$ cat config.mk
export PLATFORM = sky130hd
export DESIGN_NAME = pdu_rb_ctrl
export DESIGN_NICKNAME = d
export VERILOG_FILES = /design/src/rtl/pdu_rb_ctrl.sv
export SDC_FILE = /design/constraint.sdc
export NUM_CORES = 1
export LEC_CHECK = 0
export ABC_AREA = 1
export BUFFER_PORTS_ARGS = -buffer_cell sky130_fd_sc_hd__clkbuf_2
export CAP_MARGIN = 40
export CORE_MARGIN = 5
export CORE_UTILIZATION = 46
export CTS_CLUSTER_DIAMETER = 30
export DETAILED_ROUTE_END_ITERATION = 16
export GPL_ROUTABILITY_DRIVEN = 0
export REMOVE_ABC_BUFFERS = 1
export SLEW_MARGIN = 20
export SYNTH_ARGS = -nofsm -noshare
export SYNTH_HDL_FRONTEND = slang
export SYNTH_SLANG_ARGS = --single-unit
$ cat constraint.sdc
create_clock -name clk -period 6.8 [get_ports clk]
set_input_delay 1.36 -clock clk [delete_from_list [all_inputs] [get_ports clk]]
set_output_delay 1.36 -clock clk [all_outputs]
set_load 0.005 [all_outputs]
$ cat src/rtl/pdu_rb_ctrl.sv
// Ring-buffer controller for the PCIe PDU buffer: owns tail/head, hands pdu_gen its base, emits DMA descriptors.
// Latency: update pulse -> new tail/base/descriptor visible 2 cycles later; release -> occupancy 1 cycle later.
// Backpressure: registered almost_full throttles pdu_gen; descriptor FIFO stalls on desc_ready, overflow is dropped and flagged.
module pdu_rb_ctrl #(
  parameter int PDU_AWIDTH    = 12,
  parameter int MAX_PDU_FLITS = 25,
  parameter int DESC_DEPTH    = 16
) (
  input  logic                  clk,
  input  logic                  rst,
  output logic [PDU_AWIDTH-1:0] pcie_rb_wr_base_addr,
  output logic                  pcie_rb_wr_base_addr_valid,
  output logic                  pcie_rb_almost_full,
  input  logic                  pcie_rb_update_valid,
  input  logic [PDU_AWIDTH-1:0] pcie_rb_update_size,
  output logic                  desc_valid,
  input  logic                  desc_ready,
  output logic [PDU_AWIDTH-1:0] desc_addr,
  output logic [PDU_AWIDTH-1:0] desc_size,
  input  logic                  rd_release_valid,
  input  logic [PDU_AWIDTH-1:0] rd_release_size,
  output logic [PDU_AWIDTH:0]   occupancy,
  output logic [2:0]            err_sticky
);

  localparam int AW = PDU_AWIDTH;
  localparam int DW = $clog2(DESC_DEPTH);

  // Thresholds pre-sized to the pointer/count widths so compares stay width-matched.
  localparam logic [AW:0] RING_FLITS = {1'b1, {AW{1'b0}}};
  localparam logic [AW:0] MAX_W      = (AW+1)'(MAX_PDU_FLITS);
  localparam logic [DW:0] CNT_AF     = (DW+1)'(DESC_DEPTH - 1);
  localparam logic [DW:0] CNT_FULL   = {1'b1, {DW{1'b0}}};

  typedef enum logic [1:0] {ST_INIT, ST_IDLE, ST_COMMIT} state_t;

  typedef struct packed {
    logic [AW-1:0] addr;
    logic [AW-1:0] size;
  } desc_t;

  state_t        state_q, state_d;
  logic [AW-1:0] size_q, size_d;
  logic [AW:0]   tail_q, tail_d;
  logic [AW:0]   head_q, head_d;
  logic [2:0]    err_q, err_d;
  logic          af_q, af_d;
  logic [DW:0]   wr_ptr_q, wr_ptr_d;
  logic [DW:0]   rd_ptr_q, rd_ptr_d;
  desc_t         mem_q [DESC_DEPTH];

  logic          push_vld;
  desc_t         push_dat;
  logic          pop_vld;
  logic          fifo_empty;
  logic          fifo_full;
  logic [AW:0]   occ_q;
  logic [AW:0]   occ_d;
  logic [AW:0]   free_d;
  logic [DW:0]   cnt_d;
  desc_t         head_ent;

  assign occ_q      = tail_q - head_q;
  assign fifo_empty = (wr_ptr_q == rd_ptr_q);
  assign fifo_full  = ((wr_ptr_q - rd_ptr_q) == CNT_FULL);
  assign pop_vld    = !fifo_empty && desc_ready;
  assign push_dat   = '{addr: tail_q[AW-1:0], size: size_q};
  assign head_ent   = mem_q[rd_ptr_q[DW-1:0]];

  // FSM next state, commit of the latched size, release handling and sticky errors.
  always_comb begin
    state_d  = state_q;
    size_d   = size_q;
    tail_d   = tail_q;
    head_d   = head_q;
    err_d    = err_q;
    push_vld = 1'b0;
    case (state_q)
      ST_INIT: state_d = ST_IDLE;
      ST_IDLE: begin
        if (pcie_rb_update_valid) begin
          size_d  = pcie_rb_update_size;
          state_d = ST_COMMIT;
        end
      end
      ST_COMMIT: begin
        state_d = ST_IDLE;
        // A second update before we are back in IDLE is a protocol violation.
        if (pcie_rb_update_valid) err_d[2] = 1'b1;
        if (size_q == '0) begin
          err_d[2] = 1'b1;
        end else begin
          if ({1'b0, size_q} > MAX_W) err_d[2] = 1'b1;
          // Tail always advances so the ring matches what pdu_gen already wrote.
          tail_d = tail_q + {1'b0, size_q};
          if (fifo_full) err_d[0] = 1'b1;
          else           push_vld = 1'b1;
        end
      end
      default: state_d = ST_INIT;
    endcase
    // Release is judged against the current occupancy, independent of any commit this cycle.
    if (rd_release_valid) begin
      if ({1'b0, rd_release_size} <= occ_q) head_d = head_q + {1'b0, rd_release_size};
      else                                  err_d[1] = 1'b1;
    end
  end

  // Descriptor FIFO pointer advance and almost-full from next-cycle state.
  always_comb begin
    wr_ptr_d = wr_ptr_q;
    rd_ptr_d = rd_ptr_q;
    if (push_vld) wr_ptr_d = wr_ptr_q + 1'b1;
    if (pop_vld)  rd_ptr_d = rd_ptr_q + 1'b1;
    occ_d  = tail_d - head_d;
    free_d = RING_FLITS - occ_d;
    cnt_d  = wr_ptr_d - rd_ptr_d;
    af_d   = (free_d < MAX_W) || (cnt_d >= CNT_AF);
  end

  // State, pointer and flag registers; almost_full holds high through reset.
  always_ff @(posedge clk or posedge rst) begin
    if (rst) begin
      state_q  <= ST_INIT;
      size_q   <= '0;
      tail_q   <= '0;
      head_q   <= '0;
      err_q    <= '0;
      af_q     <= 1'b1;
      wr_ptr_q <= '0;
      rd_ptr_q <= '0;
    end else begin
      state_q  <= state_d;
      size_q   <= size_d;
      tail_q   <= tail_d;
      head_q   <= head_d;
      err_q    <= err_d;
      af_q     <= af_d;
      wr_ptr_q <= wr_ptr_d;
      rd_ptr_q <= rd_ptr_d;
    end
  end

  // Descriptor storage; contents are qualified by the pointers so no reset is needed.
  always_ff @(posedge clk) begin
    if (push_vld) mem_q[wr_ptr_q[DW-1:0]] <= push_dat;
  end

  assign pcie_rb_wr_base_addr       = tail_q[AW-1:0];
  assign pcie_rb_wr_base_addr_valid = (state_q == ST_IDLE) && !pcie_rb_update_valid;
  assign pcie_rb_almost_full        = af_q;
  assign desc_valid                 = !fifo_empty;
  assign desc_addr                  = fifo_empty ? '0 : head_ent.addr;
  assign desc_size                  = fifo_empty ? '0 : head_ent.size;
  assign occupancy                  = occ_q;
  assign err_sticky                 = err_q;

endmodule

# Word-level counts from Yosys, hierarchy flattened
# Memory sizes are Yosys's and may differ from the RTL's.
# Index checks and enable logic that the tools add are counted.
# Widths: inputs -> output; s select.
dict set report totals {
  ramBits 384
  ff_bits 54
  mem_count 1
  output_inout_bits 55
  word_cells 62
  inputBits 29
}
dict set report classes {
  eq_ne 5
  reduce_logical 13
  bitwise 2
  add_sub_neg 9
  magnitude_cmp 4
  muxes 18
}
# memory words word_bits read_ports rd_ports_with_merged_regs write_ports line_no
set mem_list {}
lappend mem_list {mem_q 16 24 1 0 1 50} ;# desc_t mem_q [DESC_DEPTH];
# op n
set op_table {}
lappend op_table {{$mux 13} 4}
lappend op_table {{$add 13x12->13} 2}
lappend op_table {{$sub 13x13->13} 2}
lappend op_table {{$mux 12} 2}
lappend op_table {{$le 12x13->1} 1}
lappend op_table {{$lt 13x5->1 const B} 1}
lappend op_table {{$sub 13x13->13 const A} 1}
lappend op_table {{$gt 12x5->1 const B} 1}
lappend op_table {{$logic_not 12->1} 1}
lappend op_table {{$add 5x1->5 const B} 2}
lappend op_table {{$mux 5} 2}
lappend op_table {{$sub 5x5->5} 2}
lappend op_table {{$mux 1} 8}
lappend op_table {{$reduce_and 2->1} 3}
lappend op_table {{$eq 5x5->1} 1}
lappend op_table {{$eq 5x5->1 const B} 1}
lappend op_table {{$ge 5x4->1 const B} 1}
lappend op_table {{$pmux 2 s2} 1}
lappend op_table {{$reduce_and 3->1} 1}
lappend op_table {{$reduce_bool 3->1} 1}
lappend op_table {{$eq 2x1->1 const B} 1}
lappend op_table {{$eq 2x2->1 const B} 1}
lappend op_table {{$logic_and 1x1->1} 2}
lappend op_table {{$logic_not 1->1} 2}
lappend op_table {{6 further kinds} 7}

# Longest topological paths before layout
dict set report logic_depth {
  ltp_word 9
  depth_mapped 43
  ltp_nobuf 42
}

# Least setup slack after synthesis
# No wires, ideal clock.
dict set report synth_timing {
  kind {reg-to-reg}
  startpoint {register tail_q[2]}
  endpoint {register af_q (netlist: pcie_rb_almost_full)}
  arrival_time_ps 5152
  n_path_buf 1
  synth_period_minus_slack_ps 5212
  path_stages_with_launch 37
  slack_ps 1588
  path_cell_list {dfrtp_1 -> ha_1 -> a21o_1 -> a31oi_1 -> o21bai_1 -> nand2_1 -> nand2_1 -> a21o_1 -> nand2_1 -> nand2_1 -> a21oi_2 -> inv_1 -> nand2_1 -> nand2_1 -> ha_1 -> nand2_1 -> nor2_1 -> nand4_1 -> nor4_1 -> nor2_2 -> nand2_2 -> nand2_1 -> buf_2 -> o21ai_0 -> ha_1 -> ha_1 -> fa_1 -> nand3_1 -> nand2_1 -> xor2_1 -> o21ai_0 -> nand3b_1 -> nor2_1 -> nand4_1 -> nor2_1 -> nand3_1 -> nand2_1}
}
dict set report synth_between {
  elab_chain_cells 8
  word_cells_on_any_way 11
  cone_classes {4 x add/sub; 2 x order compare; 4 x mux; 1 x reduce/logical}
}
# element line_no
set synth_lines {}
lappend synth_lines {{from (decl)} 44} ;# logic [AW:0] tail_q, tail_d;
lappend synth_lines {{from (signal assigned)} 135} ;# tail_q <= tail_d;
lappend synth_lines {{$sub 13x13->13} 63} ;# assign occ_q = tail_q - head_q;
lappend synth_lines {{$le 12x13->1} 104} ;# if ({1'b0, rd_release_size} <= occ_q) head_d = head_q + {1'b0, rd_release_size};
lappend synth_lines {{$mux 13} 104}
lappend synth_lines {{$mux 13} 103} ;# if (rd_release_valid) begin
lappend synth_lines {{net head_d[1]} 45} ;# logic [AW:0] head_q, head_d;
lappend synth_lines {{$sub 13x13->13} 115} ;# occ_d = tail_d - head_d;
lappend synth_lines {{$sub 13x13->13} 116} ;# free_d = RING_FLITS - occ_d;
lappend synth_lines {{$lt 13x5->1} 118} ;# af_d = (free_d < MAX_W) || (cnt_d >= CNT_AF);
lappend synth_lines {{$logic_or 1x1->1} 118}
lappend synth_lines {{net af_d} 47} ;# logic af_q, af_d;
lappend synth_lines {{to (signal assigned)} 129} ;# af_q <= 1'b1;
lappend synth_lines {{to (signal assigned)} 138} ;# af_q <= af_d;
lappend synth_lines {{to (decl)} 47}
# The timed path passes the listed nets, and every way through them passes these cells.
# A chain may end at the register's enable or synchronous reset.

# Worst setup path after layout
dict set report layout_timing {
  startpoint {register tail_q[0]}
  endpoint {register af_q (netlist: pcie_rb_almost_full)}
}
# Same word-level chain as after synthesis.

==> metrics <==
outcome=finished, final reports clean; Post-CTS Setup Bufs=0; diode count=0; First DRT Iteration DRCs=approximately 1100; arrival time worst endpoint=6.55 ns; logic gate share of total power=0.439; Max IR drop VDD=0.449 mV; total negative setup slack=0 ns; Die Y=about 220 um; fraction of the yosys area taken by sequential cells=0.643; Port Buffer Count=83; Final Util=0.561; TritonRoute pass-1 iters=7; Post-DP HPWL=32200 um; Tot GR Track Use=0.226; sw frac=0.405; Worst-Margin Slew=approximately 0.72 ns; clock skew=0.0232 ns; total gr overflow=0; Hold Path Class=reg2reg; Worst EP required=~7.3 ns; total leakage power=a little over 0.009 uW; cell count along the critical path=32; largest net degree at the start of global routing=89; hold_buf cts=0; Initial Util=0.465; share of layout cells above drive strength 1=0.156; total number of vias=around 14000; Buf/Inv on CP=3; Final Net Count=2011; final period utilization=0.886; Mean Syn Cell Area=11.3 um2; Clk Latency, worst-skew pair=around 0.6 ns; min cycle time layout=approximately 6.0 ns; die area=47800 um2; CP max stage cell=dfrtp_1; Highest Clock Rate=between 0.15 and 0.2 GHz; crit path launch type=flop; kind of critical path=reg2reg; CTS tree=yes; num ports=84; endpoints failing setup=0; Area Overhead vs Synth=20.6%; Num CTS Buffers=80; Synth Register Bits=~440; Routed WL per cell=~21 um; sequential share of power=0.270; DRC=0; vias in the first global route=around 14000; Power Density=562 nW/um2; CP Capture Type=flop; Via density=5.56; die width=between 200 and 250 um; Int Power=8090 uW; Mapped Cells=~1800; P_sw=between 5000 and 6000 uW; reg2reg path depth=32; Final Hold Violating Endpoints=0; Rows=76; core area=between 40000 and 50000 um2; RSZ-0062 raised after global routing=false; Root Driver=clkbuf_16; Max clock buf depth=3; drt total wl=between 50000 and 60000 um; Worst Path Max Fanout=23; Slew headroom=0.519; CTS sink count=around 440; Largest delay share family, worst path=simple AND/OR/NAND/NOR gates; CTS H-Tree Depth=3; clk slew on worst S/H paths=approximately 0.050 ns; count of pins over their slew limit=0; initial antenna violation count=0; clock share of power=0.291; first-pass GRT wire length=~82000 um; max incr delay on CP=between 0.6 and 0.7 ns; yosys warns=0; Synth cell types=roughly 50; cell area after synthesis=between 20000 and 25000 um2; # Max-Cap Violations=0; post-route ant nets=0; hold path cells=1
## worst register-to-register path: cells and delay by family (launching register included)
| kind | cells | cell delay (ns) |
|---|---|---|
| AOI/OAI and AO/OA | 4 | 0.84 |
| adders and majority gates | 6 | 1.87 |
| buffers and inverters | 3 | 0.34 |
| and+or+nand+nor | 17 | 1.99 |
| xor gates and xnor gates | 2 | 0.32 |
| DFF | 1 | 0.62 |
## registers in the layout, summed over array words and instances, names as in the netlist
signal,flops
size_q,12
pcie_rb_almost_full,1
head_q,13
mem_q,384
state_q,2
err_sticky,3
rd_ptr_q,5
wr_ptr_q,5
tail_q,13
## metrics by stage
stage / instance area (um2) / setup slack [ns] / power (uW) / std cells / hold slack, ns
final: 24200 / 0.775 / 13600 / 2546 / 0.455
after floorplan: 19600 / -1.54 / 7540 / 1681 / 0.435
after CTS: 24100 / 0.580 / 13600 / 2544 / 0.462
after detailed placement: 21400 / 0.575 / 9620 / 2394 / 0.457
after global routing: 24200 / 0.190 / 14600 / 2546 / 0.513
after global placement: 21100 / 0.787 / 9430 / 2384 / 0.460
## cells in the mapped netlist (all sizes together)
| cell type | count | area [um2] |
|---|---|---|
| edfxtp | 384 | 11500 |
| nor2 | 239 | 907 |
| o21ai | 235 | 1180 |
| nand2 | 229 | 875 |
| inv | 136 | 510 |
| ha | 84 | 1050 |
| clkbuf | 69 | 259 |
| o22ai | 56 | 350 |
| dfrtp | 53 | 1330 |
| a21oi | 42 | 214 |
| nand3 | 42 | 210 |
| o221ai | 40 | 350 |
| a31oi | 29 | 181 |
| xor2 | 26 | 235 |
| buf | 24 | 150 |
| xnor2 | 15 | 131 |
| o211ai | 11 | 82.6 |
| nand4 | 10 | 68.8 |
| o21bai | 7 | 52.6 |
| nor3 | 6 | 30.0 |
| a21o | 5 | 37.5 |
| fa | 5 | 100 |
| clkinv | 4 | 15.0 |
| nand3b | 3 | 22.5 |
| nor4 | 3 | 18.8 |
| o21a | 3 | 22.5 |
| a21boi | 2 | 15.0 |
| a31o | 2 | 17.5 |
| or2 | 2 | 12.5 |
| a221oi | 1 | 8.76 |
| dfstp | 1 | 26.3 |
| mux2i | 1 | 10.0 |
| nand2b | 1 | 6.26 |
| o2111ai | 1 | 8.76 |
| o21ba | 1 | 10.0 |
| o41ai | 1 | 8.76 |
| or3 | 1 | 6.26 |
## per-layer routing
| metal | part of all wire | vias up | track usage |
|---|---|---|---|
| met5 | 0 | - | 0 |
| met4 | 0.029 | 0 | 0.0812 |
| met3 | 0.070 | 100 | 0.0386 |
| met2 | 0.48 | 539 | 0.373 |
| met1 | 0.42 | 6886 | 0.305 |
| li1 | - | 6619 | - |
## area by class of cell
type	count	area, um2
Clock buffer	90	2080
Clock inverter	60	656
Fill cell	3501	18900
Inverter	140	528
Multi-Input combinational cell	1103	6310
Sequential cell	438	12900
Tap cell	585	732
Timing Repair Buffer	130	966
## cells by family (layout without fill, tap and decap cells)
group / count (synthesis) / in the layout / share of synthesized area
simple gates: 536 / 536 / 0.108
flops: 438 / 438 / 0.643
compound gates: 436 / 436 / 0.127
buf+inv: 233 / 420 / 0.0466
fa+ha+maj: 89 / 89 / 0.0574
xor+xnor: 41 / 41 / 0.0183
mux: 1 / 1 / 0.000499
## repair_timing
item,4_1_cts,5_1_grt
resized for setup,0,1
endpoints found under the hold margin,0,0
endpoints found under the setup margin,0,1
## power by group through the flow
stage               combinational (uW)  sequential (uW)  clock, uW
global route                      6730             3690       4150
finish                            5960             3670       3960
global placement                  5690             3730          0
CTS                               5960             3660       4010
detailed placement                5920             3710          0
floorplan                         3750             3790          0
## final timing paths
| path | start | to | slack (ns) |
|---|---|---|---|
| min reg2reg | state_q[1] | state_q[0] | 0.46 |
| max | tail_q[0] | pcie_rb_almost_full | 0.77 |
| min | state_q[1] | state_q[0] | 0.46 |
| max reg2reg | tail_q[0] | pcie_rb_almost_full | 0.77 |
| max in group asynchronous | rst | pcie_rb_almost_full | 5.52 |
| min in group asynchronous | rst | size_q[2] | 0.75 |
## layout by cell type (no fill, tap or decap), drive strengths merged, types with 47 or more instances in the layout
master / n
clkbuf: 173
buf: 47
edfxtp: 384
nor2: 239
dfrtp: 53
nand2: 229
o21ai: 235
ha: 84
inv: 149
o22ai: 56
(Power assumes the default switching activity.)
